<file path="src/rtl/serial_adder_ctrl_if.sv">
`default_nettype none
// ============================================================================
// Module      : serial_adder_ctrl_if
// Description : START/READY/DONE handshake and operand/result bus for the
//               bit-serial adder. The SUB signal exists only when the
//               SERIAL_ADDER_SUB_EN macro is defined.
// Revision    : 1.0  initial release
// ============================================================================
interface serial_adder_ctrl_if #(
    parameter int WIDTH = 8
);
    logic             START;
    logic [WIDTH-1:0] A;
    logic [WIDTH-1:0] B;
    logic             C_IN;
`ifdef SERIAL_ADDER_SUB_EN
    logic             SUB;
`endif
    logic             READY;
    logic             BUSY;
    logic             DONE;
    logic [WIDTH-1:0] S;
    logic             C_OUT;

`ifdef SERIAL_ADDER_SUB_EN
    modport master (
        output START, A, B, C_IN, SUB,
        input  READY, BUSY, DONE, S, C_OUT
    );
    modport slave (
        input  START, A, B, C_IN, SUB,
        output READY, BUSY, DONE, S, C_OUT
    );
`else
    modport master (
        output START, A, B, C_IN,
        input  READY, BUSY, DONE, S, C_OUT
    );
    modport slave (
        input  START, A, B, C_IN,
        output READY, BUSY, DONE, S, C_OUT
    );
`endif
endinterface
`default_nettype wire

</file>
<file path="src/rtl/serial_adder_ctrl.sv">
`default_nettype none
// ============================================================================
// Module      : serial_adder_ctrl (plus the full_adder cell it reuses)
// Description : Bit-serial WIDTH-bit adder. Operands are captured on an
//               accepted START, summed LSB-first one bit per clock through a
//               single full_adder with a registered carry, and the result is
//               published with a one-cycle DONE pulse.
//               Optional macro SERIAL_ADDER_SUB_EN adds a SUB input that turns
//               the operation into A - B (C_OUT=1 means no borrow).
// Revision    : 1.0  initial release
// ============================================================================

// Single-bit full adder cell.
module full_adder (
    output logic S,
    output logic C_OUT,
    input  wire  A,
    input  wire  B,
    input  wire  C_IN
);
    // Sum and majority carry.
    assign S     = A ^ B ^ C_IN;
    assign C_OUT = (A & B) | (A & C_IN) | (B & C_IN);
endmodule

module serial_adder_ctrl #(
    parameter int WIDTH = 8
) (
    input  wire                 CLK,
    input  wire                 RST,
    serial_adder_ctrl_if.slave  bus
);
    // Counter is at least one bit wide so WIDTH=1 has a legal, non-wrapping
    // last-bit compare (0 == 0).
    localparam int               c_cnt_w   = (WIDTH > 1) ? $clog2(WIDTH) : 1;
    localparam logic [c_cnt_w-1:0] c_cnt_last = c_cnt_w'(WIDTH - 1);

    typedef enum logic [1:0] {
        ST_IDLE = 2'd0,
        ST_RUN  = 2'd1,
        ST_FIN  = 2'd2
    } state_t;

    state_t             r_state;
    logic [WIDTH-1:0]   r_a_sh;
    logic [WIDTH-1:0]   r_b_sh;
    logic [WIDTH-1:0]   r_sum;
    logic               r_carry;
    logic [c_cnt_w-1:0] r_cnt;
    logic               r_ready;
    logic               r_busy;
    logic               r_done;
    logic [WIDTH-1:0]   r_s;
    logic               r_c_out;

    logic               w_fa_s;
    logic               w_fa_c;
    logic [WIDTH-1:0]   w_sum_next;
    logic [WIDTH-1:0]   w_b_cap;
    logic               w_c_cap;

    full_adder u_fa (
        .S     (w_fa_s),
        .C_OUT (w_fa_c),
        .A     (r_a_sh[0]),
        .B     (r_b_sh[0]),
        .C_IN  (r_carry)
    );

    // New sum bit enters at the MSB; after WIDTH shifts bit 0 sits at the LSB.
    generate
        if (WIDTH == 1) begin : g_sum_w1
            assign w_sum_next = w_fa_s;
        end else begin : g_sum_wn
            assign w_sum_next = {w_fa_s, r_sum[WIDTH-1:1]};
        end
    endgenerate

    // Operand/carry values to capture on an accepted START.
`ifdef SERIAL_ADDER_SUB_EN
    assign w_b_cap = bus.SUB ? ~bus.B : bus.B;
    assign w_c_cap = bus.SUB ? 1'b1   : bus.C_IN;
`else
    assign w_b_cap = bus.B;
    assign w_c_cap = bus.C_IN;
`endif

    // Control FSM and datapath with registered handshake/result outputs.
    always_ff @(posedge CLK) begin
        if (RST) begin
            r_state <= ST_IDLE;
            r_a_sh  <= '0;
            r_b_sh  <= '0;
            r_sum   <= '0;
            r_carry <= 1'b0;
            r_cnt   <= '0;
            r_ready <= 1'b1;
            r_busy  <= 1'b0;
            r_done  <= 1'b0;
            r_s     <= '0;
            r_c_out <= 1'b0;
        end else begin
            r_done <= 1'b0;
            case (r_state)
                ST_IDLE, ST_FIN: begin
                    // Publishing the result and accepting a new START can
                    // share this edge, giving back-to-back operation.
                    if (r_state == ST_FIN) begin
                        r_s     <= r_sum;
                        r_c_out <= r_carry;
                        r_done  <= 1'b1;
                    end
                    if (bus.START) begin
                        r_a_sh  <= bus.A;
                        r_b_sh  <= w_b_cap;
                        r_carry <= w_c_cap;
                        r_sum   <= '0;
                        r_cnt   <= '0;
                        r_state <= ST_RUN;
                        r_ready <= 1'b0;
                        r_busy  <= 1'b1;
                    end else begin
                        r_state <= ST_IDLE;
                        r_ready <= 1'b1;
                        r_busy  <= 1'b0;
                    end
                end
                ST_RUN: begin
                    r_sum   <= w_sum_next;
                    r_carry <= w_fa_c;
                    r_a_sh  <= r_a_sh >> 1;
                    r_b_sh  <= r_b_sh >> 1;
                    if (r_cnt == c_cnt_last) begin
                        r_state <= ST_FIN;
                        r_ready <= 1'b1;
                        r_busy  <= 1'b0;
                    end else begin
                        r_cnt <= r_cnt + 1'b1;
                    end
                end
                default: begin
                    r_state <= ST_IDLE;
                    r_ready <= 1'b1;
                    r_busy  <= 1'b0;
                end
            endcase
        end
    end

    assign bus.READY = r_ready;
    assign bus.BUSY  = r_busy;
    assign bus.DONE  = r_done;
    assign bus.S     = r_s;
    assign bus.C_OUT = r_c_out;

endmodule
`default_nettype wire

</file>
<file path="src/flat_wrapper.sv">
// flat-port wrapper written by rule: the top's interface ports become plain ports
module serial_adder_ctrl_flat 
#(
    parameter int WIDTH = 8
)
  (CLK, RST, bus_START, bus_A, bus_B, bus_C_IN, bus_READY, bus_BUSY, bus_DONE, bus_S, bus_C_OUT);
  serial_adder_ctrl_if #(.WIDTH(WIDTH)) bus_i ();
  input  wire CLK;
  input  wire RST;
  input wire logic [$bits(bus_i.START)-1:0] bus_START;
  input wire logic [$bits(bus_i.A)-1:0] bus_A;
  input wire logic [$bits(bus_i.B)-1:0] bus_B;
  input wire logic [$bits(bus_i.C_IN)-1:0] bus_C_IN;
  output wire logic [$bits(bus_i.READY)-1:0] bus_READY;
  output wire logic [$bits(bus_i.BUSY)-1:0] bus_BUSY;
  output wire logic [$bits(bus_i.DONE)-1:0] bus_DONE;
  output wire logic [$bits(bus_i.S)-1:0] bus_S;
  output wire logic [$bits(bus_i.C_OUT)-1:0] bus_C_OUT;
  assign bus_i.START = bus_START;
  assign bus_i.A = bus_A;
  assign bus_i.B = bus_B;
  assign bus_i.C_IN = bus_C_IN;
  assign bus_READY = bus_i.READY;
  assign bus_BUSY = bus_i.BUSY;
  assign bus_DONE = bus_i.DONE;
  assign bus_S = bus_i.S;
  assign bus_C_OUT = bus_i.C_OUT;
  serial_adder_ctrl #(.WIDTH(WIDTH)) u_core (.CLK(CLK), .RST(RST), .bus(bus_i));
endmodule
</file>
<file path="config.mk">
export PLATFORM = sky130hd
export DESIGN_NAME = serial_adder_ctrl_flat
export DESIGN_NICKNAME = d
export VERILOG_FILES = /design/src/rtl/serial_adder_ctrl_if.sv /design/src/rtl/serial_adder_ctrl.sv /design/src/flat_wrapper.sv
export SDC_FILE = /design/constraint.sdc
export NUM_CORES = 1
export LEC_CHECK = 0
export CORE_MARGIN = 2
export CORE_UTILIZATION = 45
export DETAILED_ROUTE_END_ITERATION = 6
export PLACE_DENSITY = 0.68
export SYNTH_ARGS = -nofsm -noshare
export SYNTH_HDL_FRONTEND = slang
export SYNTH_HIERARCHICAL = 1
export SYNTH_SLANG_ARGS = --single-unit
</file>
<file path="constraint.sdc">
create_clock -name CLK -period 1.6 [get_ports CLK]
set_input_delay 0.16 -clock CLK [delete_from_list [all_inputs] [get_ports CLK]]
set_output_delay 0.16 -clock CLK [all_outputs]
set_load 0.02 [all_outputs]
</file>
======== Word level (Yosys, flattened, before mapping) ========
Cells that the tools add are included.
cells by class
  add/subtract/negate cells ............... 1
  bitwise operators ....................... 8
  muxes and demuxes ....................... 21
  equal/unequal tests ..................... 6
  reductions and logical operators ........ 7
operators by type and width
  cell                   count
  $pmux W8 S2            3
  $mux W8                3
  $mux W1                7
  $mux W3                2
  $pmux W1 S2            3
  $pmux W3 S2            1
  $ne A2 B2 Y1 const B   2
  $pmux W2 S2            1
  $reduce_and A2 Y1      2
  $reduce_or A2 Y1       2
  $add A3 B1 Y3 const B  1
  $and A1 B1 Y1          3
  $eq A3 B3 Y1 const B   1
  $reduce_and A3 Y1      1
  $eq A2 B1 Y1 const B   1
  $eq A2 B2 Y1 const B   1
  $logic_not A2 Y1       1
  $mux W2                1
  $ne A2 B1 Y1 const B   1
  $or A1 B1 Y1           2
  $reduce_bool A2 Y1     1
  $xor A1 B1 Y1          2
  $not A1 Y1             1
storage, ports and cells
  logic and storage cells ................. 54
  input bits .............................. 20
  flip-flop bits (word level) ............. 42
  output and inout bits ................... 12

======== Longest topological paths before layout ========
  depth in word-level cells ............... 4
  gate-level depth with buffers ........... 5
  mapped depth without buffers ............ 5

======== Hierarchy ========
Netlist, hierarchy kept.
by module, submodules not included
  module             area each (um^2)  times used  seq. area each (um^2)  cells an instance
  serial_adder_ctrl  1632.8            1           840.8                  188
  full_adder         20.0              1           0.0                    1

======== Worst setup path after synthesis ========
No wires, ideal clock.
  kind .................................... register -> register
  start point ............................. register u_core.r_cnt[0]
  end point ............................... register u_core.r_ready (netlist: u_core/bus.READY)
  setup time .............................. 0.117 ns
  stages on the path, launching flop included .. 6
  required time ........................... 1.483 ns
  arrival ................................. 1.247 ns
  clock period less this slack ............ 1.364 ns
  path slack .............................. 0.236 ns
  path buffers ............................ 0
  path through ............................ dfxtp_1 -> ha_1 -> ha_1 -> or3b_4 -> o21ai_1 -> nand2b_1
on the way
  cells in the longest elaborated chain, start to end .. 2
RTL lines
  what                           RTL line                  source
  from (decl)                    serial_adder_ctrl.sv:49   logic [c_cnt_w-1:0] r_cnt;
  from (signal assigned)         serial_adder_ctrl.sv:138  r_cnt <= r_cnt + 1'b1;
  $eq A3 B3 Y1                   serial_adder_ctrl.sv:133  if (r_cnt == c_cnt_last) begin
  $ne A2 B1 Y1 (no source line)  -
  to (signal assigned)           serial_adder_ctrl.sv:124  r_ready <= 1'b1;
  to (signal assigned)           serial_adder_ctrl.sv:135  r_ready <= 1'b1;
  to (signal assigned)           serial_adder_ctrl.sv:143  r_ready <= 1'b1;
  to (decl)                      serial_adder_ctrl.sv:50   logic r_ready;
Every way passes these cells.
A chain may end at the register's enable or synchronous reset.

======== Worst setup path after layout ========
Ends and elaborated chain as after synthesis.

==> summary.txt <==
total negative setup slack: 0 ns
Final GP Congestion: 0.739
CP peak stage delay: 0.41 ns
CTS Sinks: 42
# IOs: 32
Initial Util: 45.8%
number of port buffers: 31
post-layout min period: 1.44 ns
Sequential Power Share: 54.3%
share of layout cells above drive strength 1: 8.76%
clk root buf: clkbuf_8
HP Class: input pin to register
Required @ worst endpoint: 1.78 ns
die area: 4170 sq um
Int Pwr: 1.58 mW
sequential share of the synthesized area: 50.9%
Slew Limit Headroom: 76.3%
final hold slack: 0.415 ns
Mapped Cells: 189
global route total overflow: 0
footprint of the multi-input gates: 703 sq um
net count after synthesis: 212
Skew-Pair Late Insertion Delay: 0.29 ns
Worst-Margin Slew: 0.355 ns
fin crit share: 90.2%
top routing layer in use: met4
GRT Resource Usage Total: 16.8%
CTS tree: yes
worst path arrival time: 1.63 ns
routed len/inst: 12.0 um
Placed Instances: 257
critical path's most frequent cell: ha_1
syn_area_per_cell: 8.75 sq um
hold_buf cts: 0
DP HPWL: 2100 um
Core Footprint: 3610 sq um
Fill cells: 320
final worst setup slack: 0.157 ns
routed wl met2: 1570 um
maximum VDD drop: 490 uV
Final Hold Viols: 0
Worst Setup End Kind: register
register area: 841 sq um
die height: 64.6 um
Clock Skews: 0.00607 ns
top cell family by delay on the critical path: simple AND/OR/NAND/NOR gates
startpoint types: register
# setup viols final: 0
antenna viol nets, final: 0
YS warnings: 6
post-CTS sizing: 0
H-tree Lvls: 2
filler-free cell count of the finished design: 265
Die X-Extent: 64.6 um
largest net degree at the start of global routing: 43
ANT cells: 0
vias post-DR: 1398
initial drt markers: 47
num rows: 22
Clock transition at path regs: 0.07 ns
Gate power share: 13.3%
Synth Cell Area: 1650 sq um
global-route wire length before repair: 5460 um
Routed WL: 3190 um
Post CTS Setup Buffer Count: 0
P&R area growth vs syn: 25.6%
wl on met1: 1400 um
unique cell type count in the Yosys netlist: 24
Final Max Tran Viols: 0
CP max stage cell: or3b_4
vias per std cell: 5.28
status: completed
critical path class: register to register
pre-CTS setup slack: 0.174 ns
leakage power: 0.725 nW
Yosys reg bits: 42
initial antenna violation count: 0
RSZ-0062 raised after global routing: no
Final nets: 239
switching power: 501 uW
CP cell instances: ha_1, ha_1, or3b_4, o21ai_1, nand2b_1
crit path max fanout: 5
total of max-cap violations: 0
Clock Path Buffers: 2
routed wl met3: 172 um
vias in the first global route: 1237
switch share: 24.0%
Peak Freq: 693 MHz
Worst Path Buf+Inv: 0
CTS Buf Count: 5
drt drc: 0
DRT Pass-1 Iters: 4
Clock power frac: 32.4%
PwrDens: 1000 nW/um^2
[per-stage QoR]
step	power, mW	util, %	instance area [sq um]
floorplan	1.34	-	1650
global placement	1.42	55.0	1980
detailed placement	1.43	55.0	1980
CTS	2.11	57.6	2080
global route	2.19	57.6	2080
finish	2.09	57.6	2080
[final timing paths]
check,start,endpoint,slack [ns],cells past startpoint
min,bus_A[7],u_core/r_a_sh[7]$_SDFFE_PP0P_,0.41,3
min reg2reg,u_core/bus.S[3]$_SDFFE_PP0P_,u_core/bus.S[3]$_SDFFE_PP0P_,0.45,2
max,u_core/r_cnt[0]$_SDFFE_PP0P_,u_core/bus.READY$_SDFFE_PP1P_,0.16,5
max reg2reg,u_core/r_cnt[0]$_SDFFE_PP0P_,u_core/bus.READY$_SDFFE_PP1P_,0.16,5
[layout by cell type, fill, tap and decap left out]
cell	instances
dfxtp_1	42
nand2_1	32
clkdlybuf4s50_1	31
nor3_1	27
a21oi_1	24
o22ai_1	14
nand3_1	13
clkbuf_8	6
buf_4	4
nand2b_1	3
nor2_1	3
nor2b_1	2
ha_1	2
buf_12	2
clkbuf_1	1
clkinv_2	1
or2b_1	1
nand2b_2	1
and2b_4	1
nor3_2	1
or3b_4	1
nor3b_1	1
nor3b_2	1
a311oi_2	1
o21ai_1	1
fa_1	1
[worst min-delay path: stages]
cell and delay, ns:
clkdlybuf4s50_1 0.39, nand2_1 0.05, a21oi_1 0.05
[cells by family (layout without fill, tap and decap cells)]
| group | after synthesis | after routing | share of synthesized area [%] |
|---|---|---|---|
| and+or+nand+nor | 87 | 87 | 26.0 |
| DFF | 42 | 42 | 50.9 |
| AOI/OAI and AO/OA | 40 | 40 | 13.8 |
| buffers and inverters | 17 | 45 | 6.59 |
| adders and majority gates | 3 | 3 | 2.73 |
[cell usage after synthesis]
cell      instances  share of area [%]
a311oi_2          1               0.91
nand2_1          32                7.3
and2b_4           1               0.61
buf_6             4                2.7
nor2b_1           2               0.76
nor3b_2           1               0.76
buf_2             6                1.8
buf_4             2               0.91
nor2_1            3               0.68
nand2b_1          3                1.1
or3b_4            1               0.68
nor3_1           27                8.2
o21ai_1           1               0.30
o22ai_1          14                5.3
nand2b_2          1               0.53
dfxtp_1          42                 51
clkbuf_1          5                1.1
nor3b_1           1               0.45
nand3_1          13                3.9
nor3_2            1               0.61
a21oi_1          24                7.3
fa_1              1                1.2
ha_1              2                1.5
or2b_1            1               0.45
[area by class of cell]
class	count	share of cell area, %
sequential	42	40.5
tap	48	2.89
clock buffer	7	4.16
multi-input combinational	130	33.9
timing repair buffer	37	18.3
clock inverter	1	0.241
[power by group through the flow]
stage / clock network [mW] / logic [mW] / registers, mW
2_1_floorplan: 0 / 0.191 / 1.15
3_3_place_gp: 0 / 0.270 / 1.15
3_5_place_dp: 0 / 0.278 / 1.16
4_1_cts: 0.698 / 0.280 / 1.13
5_1_grt: 0.749 / 0.306 / 1.14
6_report: 0.675 / 0.278 / 1.13
[registers in the layout, summed over array words and instances (netlist names)]
name / count
u_core/r_state: 2
u_core/r_carry: 1
u_core/r_cnt: 3
u_core/r_sum: 8
u_core/bus.BUSY: 1
u_core/r_a_sh: 8
u_core/bus.READY: 1
u_core/bus.S: 8
u_core/bus.DONE: 1
u_core/r_b_sh: 8
u_core/bus.C_OUT: 1
[per-layer routing]
metal	global-route usage [%]	vias to the layer above
li1	-	718
met4	7.98	0
met3	5.56	5
met5	0	-
met1	19.6	637
met2	27.9	38
No activity file was read; power rests on OpenSTA's default activity.
